==> src/rtl/reg_readback_tx_pkg.sv <==
// Shared types and line levels for the register read-back serial transmitter.
package reg_readback_pkg;

  typedef enum logic [1:0] {
    IDLE,
    START,
    DATA,
    STOP
  } state_t;

  localparam int unsigned FRAME_BITS = 10;

  localparam logic START_LVL = 1'b0;
  localparam logic STOP_LVL  = 1'b1;
  localparam logic IDLE_LVL  = 1'b1;

endpackage

==> src/rtl/reg_readback_tx_baud_tick_gen.sv <==
// Bit-period timer: counts 0..CLK_DIV-1 while enabled, tick marks terminal count.
module baud_tick_gen #(
  parameter int unsigned CLK_DIV = 16
) (
  input  logic clk,
  input  logic reset_n,
  input  logic clear,
  input  logic enable,
  output logic tick
);

  localparam int unsigned CW = (CLK_DIV > 1) ? $clog2(CLK_DIV) : 1;
  localparam logic [CW-1:0] TERM = CW'(CLK_DIV - 1);

  logic [CW-1:0] cnt;

  always_ff @(posedge clk or negedge reset_n) begin
    if (!reset_n) begin
      cnt <= '0;
    end else if (clear) begin
      cnt <= '0;
    end else if (enable) begin
      cnt <= (cnt == TERM) ? '0 : cnt + CW'(1);
    end
  end

  assign tick = enable && (cnt == TERM);

endmodule

==> src/rtl/reg_readback_tx.sv <==
// Snapshots one register of the bank on request and sends it as a UART frame
// (start, 8 data bits LSB-first, stop) at CLK_DIV clocks per bit.
module reg_readback_tx
  import reg_readback_pkg::*;
#(
  parameter int unsigned CLK_DIV  = 16,
  parameter int unsigned NUM_REGS = 4,
  parameter int unsigned AW       = (NUM_REGS > 1) ? $clog2(NUM_REGS) : 1
) (
  input  logic                  clk,
  input  logic                  reset_n,
  input  logic                  rd_valid,
  output logic                  rd_ready,
  input  logic [AW-1:0]         rd_addr,
  input  logic [8*NUM_REGS-1:0] reg_bus,
  output logic                  tx,
  output logic                  busy,
  output logic                  tx_done
);

  state_t     state;
  logic [7:0] shift;
  logic [2:0] bit_idx;
  logic [7:0] sel_byte;
  logic       accept;
  logic       baud_en;
  logic       tick;

  assign accept  = rd_valid && rd_ready;
  assign baud_en = (state != IDLE);

  // Addresses with no backing register fall through to 0x00.
  always_comb begin
    sel_byte = '0;
    for (int unsigned n = 0; n < NUM_REGS; n++) begin
      if (32'(rd_addr) == n) sel_byte = reg_bus[8*n +: 8];
    end
  end

  baud_tick_gen #(
    .CLK_DIV(CLK_DIV)
  ) u_baud (
    .clk    (clk),
    .reset_n(reset_n),
    .clear  (accept),
    .enable (baud_en),
    .tick   (tick)
  );

  always_ff @(posedge clk or negedge reset_n) begin
    if (!reset_n) begin
      state    <= IDLE;
      shift    <= '0;
      bit_idx  <= '0;
      tx       <= IDLE_LVL;
      busy     <= 1'b0;
      rd_ready <= 1'b1;
      tx_done  <= 1'b0;
    end else begin
      tx_done <= 1'b0;
      case (state)
        IDLE: begin
          if (accept) begin
            shift    <= sel_byte;
            state    <= START;
            tx       <= START_LVL;
            busy     <= 1'b1;
            rd_ready <= 1'b0;
          end
        end
        START: begin
          if (tick) begin
            state   <= DATA;
            bit_idx <= '0;
            tx      <= shift[0];
          end
        end
        DATA: begin
          if (tick) begin
            // tx takes the bit that becomes shift[0] after this shift.
            shift   <= {1'b0, shift[7:1]};
            bit_idx <= bit_idx + 3'd1;
            if (bit_idx == 3'd7) begin
              state <= STOP;
              tx    <= STOP_LVL;
            end else begin
              tx <= shift[1];
            end
          end
        end
        STOP: begin
          if (tick) begin
            state    <= IDLE;
            tx       <= IDLE_LVL;
            busy     <= 1'b0;
            rd_ready <= 1'b1;
            tx_done  <= 1'b1;
          end
        end
        default: state <= IDLE;
      endcase
    end
  end

endmodule

==> config.mk <==
export PLATFORM = sky130hd
export DESIGN_NAME = reg_readback_tx
export DESIGN_NICKNAME = d
export VERILOG_FILES = /design/src/rtl/reg_readback_tx_pkg.sv /design/src/rtl/reg_readback_tx_baud_tick_gen.sv /design/src/rtl/reg_readback_tx.sv
export SDC_FILE = /design/constraint.sdc
export NUM_CORES = 1
export LEC_CHECK = 0
export BUFFER_PORTS_ARGS = -buffer_cell sky130_fd_sc_hd__buf_2
export CORE_ASPECT_RATIO = 1.1
export CORE_UTILIZATION = 50
export CTS_BUF_LIST = sky130_fd_sc_hd__clkbuf_8 sky130_fd_sc_hd__clkbuf_16
export CTS_CLUSTER_DIAMETER = 120
export DETAILED_ROUTE_END_ITERATION = 12
export PLACE_DENSITY_LB_ADDON = 0.1
export SLEW_MARGIN = 20
export SYNTH_ARGS = -nofsm -noshare
export SYNTH_HDL_FRONTEND = slang
export SYNTH_SLANG_ARGS = --single-unit
==> constraint.sdc <==
create_clock -name clk -period 2.9 [get_ports clk]
set_clock_uncertainty 0.2 [all_clocks]
set_input_delay 0.29 -clock clk [delete_from_list [all_inputs] [get_ports clk]]
set_output_delay 0.29 -clock clk [all_outputs]
set_load 0.05 [all_outputs]
## Word level (Yosys, flattened, before mapping)

Index checks and enable logic that the tools add are counted.

| operators by class | value |
|---|---|
| add/subtract/negate cells | 2 |
| equal/unequal tests | 13 |
| multiplexer cells | 31 |
| reductions and logical operators | 14 |

Operators with widths:

| kind | count |
|---|---|
| two-way mux 8 bit | 6 |
| case mux 8 bit (2 select lines) | 1 |
| two-way mux 4 bit | 3 |
| two-way mux 2 bit | 5 |
| inequality test 2 bit, second input constant | 5 |
| nonzero test 2 bit | 5 |
| two-way mux 1 bit | 9 |
| AND reduction 3 bit | 3 |
| equality test 2 bit, second input constant | 4 |
| case mux 2 bit (4 select lines) | 1 |
| two-way mux 3 bit | 2 |
| case mux 3 bit (2 select lines) | 1 |
| AND reduction 5 bit | 1 |
| adder 4 x 1 -> 4 bit, second input constant | 1 |
| equality test 2 x 1 -> 1 bit, second input constant | 2 |
| equality test 4 bit, second input constant | 1 |
| zero test 2 bit | 2 |
| case mux 1 bit (2 select lines) | 2 |
| case mux 1 bit (4 select lines) | 1 |
| AND reduction 4 bit | 1 |
| adder 3 x 1 -> 3 bit, second input constant | 1 |
| equality test 3 bit, second input constant | 1 |
| logical AND 1 bit | 2 |

| word-level totals | value |
|---|---|
| register bits after elaboration | 21 |
| input bits | 37 |
| output and inout bits | 4 |

## Longest topological paths before layout

| depth | value |
|---|---|
| depth after elaboration | 7 |
| mapped depth | 6 |
| gate-level depth less buffers | 5 |

## Modules after synthesis

From an unflattened synthesis, not the netlist that was laid out.

| second synthesis, totals | value |
|---|---|
| cells, all modules | 106 |
| area, all modules | 1338.8 sq um |

Modules (own cells, without submodules):

| module | instances | cells each | area each (sq um) |
|---|---|---|---|
| reg_readback_tx | 1 | 85 | 1137.3 |
| baud_tick_gen | 1 | 21 | 201.4 |

## Worst setup path after synthesis

OpenSTA, ideal clock, no wires.

| timing | value |
|---|---|
| path kind | register to register |
| start | register state[0] |
| end | register state[1] |
| arrival time | 1.857 ns |
| required time | 2.573 ns |
| setup slack | 0.716 ns |
| cell stages (with the launch flop) | 7 |
| path buffers | 1 |
| cell sequence | dfrtp_1 > inv_1 > ha_1 > buf_6 > or3_4 > a222oi_1 > mux2_1 |

| between the ends | value |
|---|---|
| longest elaborated chain between the ends | 4 |

RTL lines:

| item | RTL line | text |
|---|---|---|
| start, declared | reg_readback_tx.sv:21 | `state_t state;` |
| start signal, assigned | reg_readback_tx.sv:52 | `state <= IDLE;` |
| start signal, assigned | reg_readback_tx.sv:65 | `state <= START;` |
| start signal, assigned | reg_readback_tx.sv:73 | `state <= DATA;` |
| nonzero test 2 bit | reg_readback_tx.sv:30 | `assign baud_en = (state != IDLE);` |
| logical AND 1 bit | reg_readback_tx_baud_tick_gen.sv:27 | `assign tick = enable && (cnt == TERM);` |
| inequality test 2 bit (no line) | -- |  |
| AND reduction 5 bit (no line) | -- |  |

Parallel ways exist; a longest one is shown, timed or not.
A chain may end at the register's enable or synchronous reset.

## Final worst setup path

Same ends and word-level chain as after synthesis.

==> results.toml <==
[setup_path]
crit_chain = "inv_1 > ha_1 > or3_4 > a222oi_1 > mux2_1"
r2r-end = "state[1]"
cp.required_ps = 2840
crit_fanout = 18
crit_slowest_cell = "or3_4"
critPathLaunchType = "register"
path_class = "reg2reg"
r2r_setup_slack_ps = 410
crit_path_max_incr_delay_ps = 470
end_kind = "register"
reg2regPathDepth = 5
arrival_ps = 2430
r2r_start = "state[0]"

[clocking]
ctsLongestPathBuffers = 2
cts_buffers = 3
ctsResizeCount = 0
cts_tree = "done"
cts_sinks = 21
clk_pin_slew_ps = 70
cts_root_buf = "clkbuf_8"
clk_latency_ps = 260
htreeDepth = 1

[global_routing]
grt_pass1_vias = 1095
grtUsageTotal_pct = 22.2
grt_pass1_wl_um = 4810
grt_overflow = 0
grt_max_degree = 22
antenna_found_initial = 0

[drt]
routed_wirelength_um = 2790
wl_per_cell_um = 14.7
vias_per_cell = 6.02
first_iter_violations = 25
dr.pass1.iters = 4
drt_drc_violations_left = 0
drtAntennaViolNets = 0
via_count = 1143

[place]
dp_cells = 185
dp.final_hpwl_um = 2120
pre_cts_ws_ps = 409
port_buffers = 40
gp_congestion = 0.779

[floorplanning]
start_util_pct = 53.0
die_height_um = 56.0
num_rows = 19
ios = 41
dieArea_um2 = 2860
core_area_um2 = 2500
die_x_um = 51.1

[final_layout]
final_cell_mix = "buf_2, dfrtp_1, nand2_1"
final_cells = 190
syn2layout_area_growth_pct = 20.2
num_antenna_cells = 0
layout_commonest_cell = "buf_2"
drive_gt1_share_pct = 37.1
nNetsFinal = 205

[status]
status = "completed"

[timing]
holdWs_ps = 94.4
fin_ws_ps = 410
rsz0062_at_grt = "false"
final-max-slew-violation-count = 0
fin_crit_sh_pct = 85.9
finalSetupTns_ps = 0
slew-limit-headroom_pct = 60.7
setup_viol = 0
fin_crit_ps = 2490
worst_pin_slew_ps = 589
finalHoldViolations = 0
max_freq_mhz = 402

[synth]
synthCells = 121
ys_ff_latch = 21
synth.top_cell.area_share_pct = 35.9
synth_area_um2 = 1320
syn_avg_cell_area_um2 = 10.9
synth_edf_count = 0
synthArstFlopShare_pct = 100
yosys-top-cells-area = "dfrtp_1, mux4_2, ha_1"
syn_nets = 166
ys_seq_area_share_pct = 39.9
yosysTopAreaCell = "dfrtp_1"
synthDistinctLibCells = 35
ys.flop_type = "dfrtp_1"
yosysWarnings = 0

[power]
powerDensity_nw_per_um2 = 341
power.leakage_nw = 0.757
ir_drop_mv = 0.261
p_total_mw = 0.543

[worst_hold_path]
holdPathEnd = "u_baud.cnt[2]"
min_delay_path_depth = 2
min_path_type = "in2reg"
hp-start = "rd_valid"

[run]
max_cap_violations = 0
what timing repair did:
item,4_1_cts,5_1_grt
hold endpoints to repair,19,0
setup endpoints to repair,0,0
buffers inserted,0,0
hold buffers,1,0
cell families (layout without fill, tap and decap cells):
family / count (synthesis) / in the layout / share of synthesized area [%]
AOI/OAI and AO/OA: 34 / 34 / 18.5
xor gates and xnor gates: 1 / 1 / 0.662
adders and majority gates: 8 / 8 / 7.56
buffers and inverters: 13 / 51 / 4.35
DFF: 21 / 21 / 39.9
muxes: 11 / 11 / 16.1
and+or+nand+nor: 33 / 33 / 12.9
cell usage after synthesis (2+ instances only):
| library cell | number |
|---|---|
| dfrtp_1 | 19 |
| nand2_1 | 16 |
| a21oi_1 | 8 |
| ha_1 | 8 |
| mux4_2 | 8 |
| clkbuf_1 | 7 |
| a31oi_1 | 6 |
| o32ai_1 | 6 |
| inv_1 | 4 |
| nor2_1 | 4 |
| nor2b_1 | 4 |
| and3_1 | 3 |
| o21ai_0 | 3 |
| a32o_1 | 2 |
| dfstp_2 | 2 |
| nand4b_1 | 2 |
layout make-up:
type,count,area [um2]
repair buffers,43,225
flip-flops and latches,21,528
multi-input cells,87,738
clock inverters,1,5.00
inverters,4,15.0
clock buffers,3,41.3
well taps,31,38.8
fillers,224,905
sequential cells by signal, summed over array words and instances (netlist names):
signal and count:
busy 1, rd_ready 1, shift 8, bit_idx 3, state 2, u_baud.cnt 4
tx_done 1, tx 1
critical path: cells and delay by family, from the launching register on:
family	cells	cell delay (ps)
multiplexers	1	360
adder cells (fa/ha/maj)	1	410
flip-flops	1	400
buffers and inverters	1	90
AO/OA/AOI/OAI	1	440
AND/OR/NAND/NOR	1	470
power by group:
part           leakage, nW  total (mW)  internal, mW  switching (mW)
combinational        0.466      0.0565        0.0359          0.0206
clock               0.0255       0.193        0.0957          0.0976
sequential           0.266       0.293         0.293               0
total                0.757       0.543         0.424           0.118
metal layers:
layer	track usage, %	share of wire (%)	vias to the layer above
li1	-	-	539
met1	29.9	46	549
met2	36.7	48	53
met3	2.73	5.8	2
met4	7.14	0.75	0
met5	0	0	-
per-stage QoR:
stage,instance area [um2],utilization [%]
2_1_floorplan,1320,-
5_1_grt,1590,63.8
6_report,1590,63.8
3_3_place_gp,1540,61.5
4_1_cts,1590,63.8
3_5_place_dp,1540,61.5
worst max path at each step:
stage | from | endpoint
floorplan | state[0] | state[1]
global placement | state[0] | state[1]
detailed placement | state[0] | state[1]
CTS | state[0] | state[1]
global route | state[0] | state[1]
finish | state[0] | state[1]
(Power assumes the default switching activity.)
